==> src/rtl/cluster_event_buffer.sv <==
// Per-cluster event buffer. This is a FIFO that only advertises data once a
// whole event, terminated by a footer word, has been stored. The downstream
// reader therefore never waits for words in the middle of an event.
module cluster_event_buffer #(
  parameter int          DATA_WIDTH      = 65,
  parameter int          FIFO_DEPTH_BITS = 6,
  parameter int          AF_MARGIN       = 8,
  parameter logic [7:0]  FOOTER_TAG      = 8'hCD
) (
  input  logic                  cb_clk,
  input  logic                  cb_rst,
  input  logic [DATA_WIDTH-1:0] in_data,
  input  logic                  in_wren,
  output logic                  in_almost_full,
  output logic [DATA_WIDTH-1:0] cluster_data,
  input  logic                  cluster_req,
  output logic                  cluster_empty,
  output logic                  cluster_almost_full,
  output logic                  ovf_err,
  output logic                  udf_err,
  output logic                  oversize_err
);

  localparam int DEPTH = 2 ** FIFO_DEPTH_BITS;
  localparam logic [FIFO_DEPTH_BITS:0] DEPTH_V = (FIFO_DEPTH_BITS + 1)'(DEPTH);
  localparam logic [FIFO_DEPTH_BITS:0] AF_V    = (FIFO_DEPTH_BITS + 1)'(AF_MARGIN);

  // A footer is a metadata word that carries the end-of-event tag.
  function automatic logic is_footer(input logic [DATA_WIDTH-1:0] w);
    return w[DATA_WIDTH-1] && (w[DATA_WIDTH-2 -: 8] == FOOTER_TAG);
  endfunction

  logic [DATA_WIDTH-1:0]      mem_q [DEPTH];
  logic [FIFO_DEPTH_BITS-1:0] wr_ptr_q, wr_ptr_d;
  logic [FIFO_DEPTH_BITS-1:0] rd_ptr_q, rd_ptr_d;
  logic [FIFO_DEPTH_BITS:0]   occ_q, occ_d;
  logic [FIFO_DEPTH_BITS:0]   evt_q, evt_d;
  logic [DATA_WIDTH-1:0]      data_q, data_d;
  logic                       empty_q, empty_d;
  logic                       af_q, af_d;
  logic                       ovf_q, ovf_d;
  logic                       udf_q, udf_d;
  logic                       osz_q, osz_d;

  logic                  full, wr_acc, rd_acc, wr_foot, rd_foot;
  logic [DATA_WIDTH-1:0] rd_word;

  // Next-state logic: accept/refuse, pointers, occupancy, event count, flags.
  always_comb begin
    full     = (occ_q == DEPTH_V);
    // A write while full is refused even if a read happens in the same cycle.
    wr_acc   = in_wren && !full;
    rd_acc   = cluster_req && !empty_q;
    rd_word  = mem_q[rd_ptr_q];
    wr_foot  = wr_acc && is_footer(in_data);
    rd_foot  = rd_acc && is_footer(rd_word);

    wr_ptr_d = wr_ptr_q;
    rd_ptr_d = rd_ptr_q;
    occ_d    = occ_q;
    evt_d    = evt_q;
    data_d   = data_q;

    if (wr_acc) wr_ptr_d = wr_ptr_q + 1'b1;
    if (rd_acc) begin
      rd_ptr_d = rd_ptr_q + 1'b1;
      data_d   = rd_word;
    end

    case ({wr_acc, rd_acc})
      2'b10:   occ_d = occ_q + 1'b1;
      2'b01:   occ_d = occ_q - 1'b1;
      default: occ_d = occ_q;
    endcase

    if (wr_foot && !rd_foot)      evt_d = evt_q + 1'b1;
    else if (rd_foot && !wr_foot) evt_d = evt_q - 1'b1;

    empty_d = (evt_d == '0);
    af_d    = ((DEPTH_V - occ_d) <= AF_V);
    ovf_d   = ovf_q | (in_wren && full);
    udf_d   = udf_q | (cluster_req && empty_q);
    // Buffer full without a single complete event: nothing can ever drain.
    osz_d   = osz_q | ((occ_d == DEPTH_V) && (evt_d == '0));
  end

  // Storage array; contents are don't-care until written, so it has no reset.
  always_ff @(posedge cb_clk) begin
    if (wr_acc) mem_q[wr_ptr_q] <= in_data;
  end

  // Control and output registers.
  always_ff @(posedge cb_clk or posedge cb_rst) begin
    if (cb_rst) begin
      wr_ptr_q <= '0;
      rd_ptr_q <= '0;
      occ_q    <= '0;
      evt_q    <= '0;
      data_q   <= '0;
      empty_q  <= 1'b1;
      af_q     <= 1'b0;
      ovf_q    <= 1'b0;
      udf_q    <= 1'b0;
      osz_q    <= 1'b0;
    end else begin
      wr_ptr_q <= wr_ptr_d;
      rd_ptr_q <= rd_ptr_d;
      occ_q    <= occ_d;
      evt_q    <= evt_d;
      data_q   <= data_d;
      empty_q  <= empty_d;
      af_q     <= af_d;
      ovf_q    <= ovf_d;
      udf_q    <= udf_d;
      osz_q    <= osz_d;
    end
  end

  assign in_almost_full      = af_q;
  assign cluster_almost_full = af_q;
  assign cluster_data        = data_q;
  assign cluster_empty       = empty_q;
  assign ovf_err             = ovf_q;
  assign udf_err             = udf_q;
  assign oversize_err        = osz_q;

endmodule
==> config.mk <==
export PLATFORM = sky130hd
export DESIGN_NAME = cluster_event_buffer
export DESIGN_NICKNAME = d
export VERILOG_FILES = /design/src/rtl/cluster_event_buffer.sv
export SDC_FILE = /design/constraint.sdc
export NUM_CORES = 2
export LEC_CHECK = 0
export BUFFER_PORTS_ARGS = -buffer_cell sky130_fd_sc_hd__buf_2
export CORE_ASPECT_RATIO = 0.7
export CORE_MARGIN = 3
export CORE_UTILIZATION = 63
export CTS_CLUSTER_SIZE = 28
export DETAILED_ROUTE_END_ITERATION = 10
export PLACE_DENSITY_LB_ADDON = 0.08
export SYNTH_ARGS = -nofsm -noshare
export SYNTH_HDL_FRONTEND = slang
export SYNTH_MEMORY_MAX_BITS = 65536
export SYNTH_SLANG_ARGS = --single-unit
==> constraint.sdc <==
create_clock -name cb_clk -period 5.7 [get_ports cb_clk]
set_input_delay 1.14 -clock cb_clk [delete_from_list [all_inputs] [get_ports cb_clk]]
set_output_delay 1.14 -clock cb_clk [all_outputs]
set_load 0.01 [all_outputs]
# After elaboration in Yosys (flattened, before gate mapping)
# Memory sizes are Yosys's and may differ from the RTL's.
# Cells that the tools add are included.
totals:
  mem_bits_rw: 4160
  output_inout_bits: 71
  mem_count: 1
  ff_bits: 96
  wordCells: 49
  inputBits: 69
op_classes:
  addsub: 7
  n_eq_ne: 6
  n_reduce_logical: 16
  n_lt_le_gt_ge: 1
  n_bitwise: 3
  mux: 5
mem_list:
  columns: ["memory", "words", "word_bits", "read_ports", "rd_clocked_by_memory_dff", "wr", "line", "source"]
  rows:
  - ["mem_q", 64, 65, 1, 0, 1, "33", "logic [DATA_WIDTH-1:0] mem_q [DEPTH];"]
ops:
  columns: ["op", "n"]
  rows:
  - ["equality test 8 bit (second input constant)", 2]
  - ["adder 7 x 1 -> 7 bit (second input constant)", 2]
  - ["equality test 7 bit (second input constant)", 2]
  - ["two-way mux 7 bit", 2]
  - ["case mux 7 bit (2 select lines)", 1]
  - ["subtractor 7 x 1 -> 7 bit (second input constant)", 2]
  - ["adder 6 x 1 -> 6 bit (second input constant)", 2]
  - ["logical AND 1 bit", 11]
  - ["<= comparator 7 x 4 -> 1 bit (second input constant)", 1]
  - ["zero test 7 bit", 1]
  - ["subtractor 7 bit (first input constant)", 1]
  - ["zero test 1 bit", 4]
  - ["bitwise OR 1 bit", 3]
  - ["equality test 2 x 1 -> 1 bit (second input constant)", 1]
  - ["equality test 2 bit (second input constant)", 1]
  - ["two-way mux 1 bit", 2]

# Logic depth before layout (Yosys ltp)
logic_depth:
  depth_word: 11
  ltp_mapped: 18

# Worst setup path after synthesis
# Ideal clock, no wire load.
synth_timing:
  kind: "input-to-reg"
  from: "in in_wren"
  to: "mem mem_q[63][0], enable pin"
  setup_ns: 0.489
  setup_slack_ns: 0.364
  stages: 8
  t_arrival_ns: 4.847
  path_cell_list: "inv_1 -> a31o_2 -> inv_1 -> and2_1 -> clkbuf_1 -> nand3_1 -> clkbuf_1 -> nor2_1"
synth_between:
  elab_chain_cells: 3
synth_rtl:
  columns: ["item", "line", "source"]
  rows:
  - ["start: declaration", "13", "input logic in_wren,"]
  - ["logical AND 1 bit", "52", "wr_acc = in_wren && !full;"]
  - ["two-way mux 1 bit", "89", "if (wr_acc) mem_q[wr_ptr_q] <= in_data;"]
  - ["two-way mux 1 bit (not written as such)", "89", null]
  - ["end: declaration", "33", null]
# Every way passes these cells.

# Worst setup path after layout
layout_timing:
  from: "reg rd_ptr_q[0]"
  to: "reg osz_q, in the netlist oversize_err"
layout_between:
  elab_chain_cells: 10
  word_cells_on_any_way: 12
  cone_classes: "eq/ne (1); mux (2); bitwise (1); reduce/logical (7); memory (1)"
layout_rtl:
  columns: ["item", "line", "source"]
  rows:
  - ["start: declaration", "35", "logic [FIFO_DEPTH_BITS-1:0] rd_ptr_q, rd_ptr_d;"]
  - ["start signal: assignment", "107", "rd_ptr_q <= rd_ptr_d;"]
  - ["memory (64 x 65 bit) (*)", null, null]
  - ["equality test 8 bit", "30", "return w[DATA_WIDTH-1] && (w[DATA_WIDTH-2 -: 8] == FOOTER_TAG);"]
  - ["logical AND 1 bit (*)", "30", null]
  - ["logical AND 1 bit (*)", "56", "rd_foot = rd_acc && is_footer(rd_word);"]
  - ["logical AND 1 bit / zero test 1 bit (equally long branches)", "77, 76", null]
  - ["two-way mux 7 bit / logical AND 1 bit (equally long branches)", "77, 76", null]
  - ["two-way mux 7 bit (*)", "76", "if (wr_foot && !rd_foot) evt_d = evt_q + 1'b1;"]
  - ["zero test 7 bit (*)", "84", "osz_d = osz_q | ((occ_d == DEPTH_V) && (evt_d == '0));"]
  - ["logical AND 1 bit (*)", "84", null]
  - ["bitwise OR 1 bit (*)", "84", null]
  - ["net osz_d", "43", "logic osz_q, osz_d;"]
  - ["end signal: assignment", "115", "osz_q <= osz_d;"]
  - ["end: declaration", "43", null]
# Mark *: on every way through the listed nets, which the timed path passes. The rest lies on a longest branch.
# A chain may end at the register's enable or synchronous reset.

==> flow_metrics.py <==
metrics = {
    "die": {
        "dieHeight_um": 430,
        "fp.dieW_um": 612,
        "fp-row-count": 155,
        "ioPinCount": 140,
        "coreArea_um2": 255000,
        "dieArea_um2": 263000,
        "initial_core_util_pct": 63.5,
    },
    "timing": {
        "finalCritPeriodShare_pct": 81.5,
        "worst_slew_pin_slew_ns": 1.22,
        "slew_headroom_pct": 18.8,
        "rsz0062_at_grt": "false",
        "fmax_mhz": 215,
        "fin_tns_setup_ns": 0,
        "drv_slew": 0,
        "hold_viol": 0,
        "finalCriticalPeriod_ns": 4.65,
        "fin_hold_ws_ns": 0.399,
        "fin_skew_ns": 0.0483,
        "finalSetupViolCount": 0,
        "worst_slack_ns": 1.05,
    },
    "worst_setup_path": {
        "cp-end-kind": "flop",
        "crit_buf_inv": 1,
        "critPathLaunchType": "flop",
        "required_ns": 6.48,
        "worstSetupPathType": "reg -> reg",
        "critPathTopFamily": "compound AO/OA/AOI/OAI gates",
        "critPathMaxFanout": 50,
        "slowest_delay_ns": 1.18,
        "worst_ep_arrival_time_ns": 5.43,
        "crit_slowest_cell": "dfrtp_4",
        "crit_chain": "buf_12, mux4_2, a22o_1, a221oi_1, a2bb2oi_1, a21oi_1, nor4_1, and2_1, o21ai_0, o22ai_1, o41ai_2",
    },
    "global_route": {
        "grt_max_degree": 155,
        "antenna_found_initial": 20,
        "grt_pass1_wl_mm": 608,
        "grt_usage_pct": 33.9,
        "grt_pass1_vias": 74900,
        "grt_remaining_overflow": 0,
    },
    "placement": {
        "placedInstanceArea_um2": 169000,
        "place.gp.congestion": 0.803,
        "dp_slack_ns": 1.13,
        "hpwl_mm": 212,
        "port_buffers": 139,
    },
    "clock_tree": {
        "clk-insertion-delay-late_ns": 0.92,
        "cts_resized": 0,
        "clkSinkCount": 4256,
        "clkSlewWorstSetupHoldPaths_ns": 0.07,
        "cts-root-buf": "clkbuf_16",
        "hold_buffers": 0,
        "tritoncts": "built",
        "cts_made_buffers": 380,
        "htreeDepth": 5,
        "postCtsSetupRepairBufs": 0,
        "clk_path_buf_depth": 4,
    },
    "synthesis": {
        "netlist_area_um2": 162000,
        "async_flop_share_pct": 2.26,
        "avgSynthCellArea_um2": 24.9,
        "synth_edf_count": 4160,
        "syn-instance-count": 6506,
        "syn_nets": 6583,
        "synthDistinctLibCells": 59,
        "ys_ff_latch": 4256,
        "ys.flop_type": "edfxtp_1",
        "ys_warn_count": 0,
        "seq_area_frac_synth_pct": 78.6,
    },
    "cells_and_area": {
        "syn_to_final_growth_pct": 11.9,
        "final_area_um2": 181000,
        "drive_gt1_share_pct": 32.3,
        "finalNetCount": 7000,
    },
    "detailed_routing": {
        "routed_wl_mm": 437,
        "drt_iter0_drc": 12800,
        "first_pass_iters": 6,
        "postRouteAntennaNets": 0,
        "drc": 0,
        "num_vias": 77200,
        "vias_per_cell": 7.28,
        "wl_per_cell_um": 41.2,
    },
    "power_and_ir_drop": {
        "comb_power_share_pct": 26.3,
        "ir_drop_mv": 0.508,
        "p_sw_mw": 23.4,
        "p_leak_nw": 56.5,
        "clockPowerShare_pct": 30.4,
        "p_seq_share_pct": 43.3,
        "power_density_nw_per_um2": 467,
        "swShare_pct": 27.6,
        "p_int_mw": 61.2,
    },
    "worst_hold_path": {
        "hold_class": "in -> async",
    },
    "flow_run": {
        "cap_violations": 0,
    },
    "outcome": {
        "status": "finished, final reports clean",
    },
}
per-layer routing:
metal,GRT usage (%),part of all wire (%),vias to the layer above
met1,51.9,37,41800
met2,50.0,46,5714
met3,8.57,14,723
li1,-,-,29000
met4,8.92,2.9,8
met5,0.109,0.011,-
Yosys cell counts (9+ instances only):
library cell	number	area share, %
dfrtp_1	95	1.5
buf_1	26	0.060
buf_6	25	0.17
edfxtp_1	4160	77
mux2_2	12	0.083
nand2_1	217	0.50
o22ai_1	9	0.035
a22oi_1	16	0.074
nand3_1	15	0.046
buf_2	97	0.30
xnor2_1	25	0.14
o21ai_0	30	0.093
inv_1	16	0.037
nor2_1	100	0.23
clkbuf_1	185	0.43
mux2i_1	37	0.23
mux4_2	1322	18
through the flow:
step / cells / total power, mW / util, %
floorplan: 6506 / 52.8 / -
global placement: 9916 / 59.2 / 66.2
detailed placement: 9916 / 59.5 / 66.2
CTS: 10600 / 84.9 / 71.0
global route: 10600 / 87.2 / 71.0
finish: 10600 / 84.5 / 71.0
sequential cells by signal, indices dropped and copies added, names as in the netlist:
signal / count
evt_q: 7
cluster_data: 65
cluster_empty: 1
occ_q: 7
mem_q: 4160
wr_ptr_q: 6
ovf_err: 1
udf_err: 1
oversize_err: 1
rd_ptr_q: 6
cluster_almost_full: 1
power groups by stage:
stage	clock network (mW)	logic (mW)	registers, mW
2_1_floorplan	0	16.0	36.8
3_3_place_gp	0	22.0	37.2
3_5_place_dp	0	22.2	37.2
4_1_cts	25.9	22.4	36.6
5_1_grt	27.1	23.4	36.7
6_report	25.7	22.3	36.6
kinds of logic after synthesis:
logic type	after synthesis	synth area share (%)
AOI/OAI and AO/OA	104	0.446
xor gates and xnor gates	29	0.157
and+or+nand+nor	377	0.964
adders and majority gates	10	0.0742
muxes	1371	18.7
buffers and inverters	359	1.05
DFF	4256	78.6
cell usage in the layout, fill, tap and decap left out, drive strengths merged, types with 5 or more instances in the layout:
master       n
ha           8
o221ai       5
a221oi       7
diode       11
buf        377
a21oi        6
clkinv     126
bufinv      36
clkbuf     498
a22oi       16
mux4      1322
nor2       100
nand2b       6
o21ai       31
nor4         9
nand3b       6
edfxtp    4160
nand3       15
nor3         6
mux2        12
xnor2       25
dfrtp       95
nand2      217
nor2b        5
mux2i       37
clkinvlp    13
inv         28
o22ai        9
final timing paths:
kind                            slack [ns]                      end  cells after the start                     from
worst max-delay path                  1.05   oversize_err$_DFF_PP0_                     11  rd_ptr_q[0]$_DFFE_PP0P_
worst min-delay path                  0.40        ovf_err$_DFF_PP0_                      2                   cb_rst
worst max register to register        1.05   oversize_err$_DFF_PP0_                     11  rd_ptr_q[0]$_DFFE_PP0P_
worst min register to register        0.46        udf_err$_DFF_PP0_                      1        udf_err$_DFF_PP0_
max in group asynchronous             3.88  rd_ptr_q[4]$_DFFE_PP0P_                      3                   cb_rst
min in group cb_clk                   0.46        udf_err$_DFF_PP0_                      1        udf_err$_DFF_PP0_
layout make-up:
cell class | instances | area [µm²]
Antenna cell | 11 | 27.5
Clock buffer | 498 | 10400
Clock inverter | 186 | 1960
Fill cell | 14500 | 74000
Inverter | 17 | 88.8
Multi-Input combinational cell | 1891 | 33400
Sequential cell | 4256 | 127000
Tap cell | 3375 | 4220
Timing Repair Buffer | 377 | 3760
(Power assumes the default switching activity.)
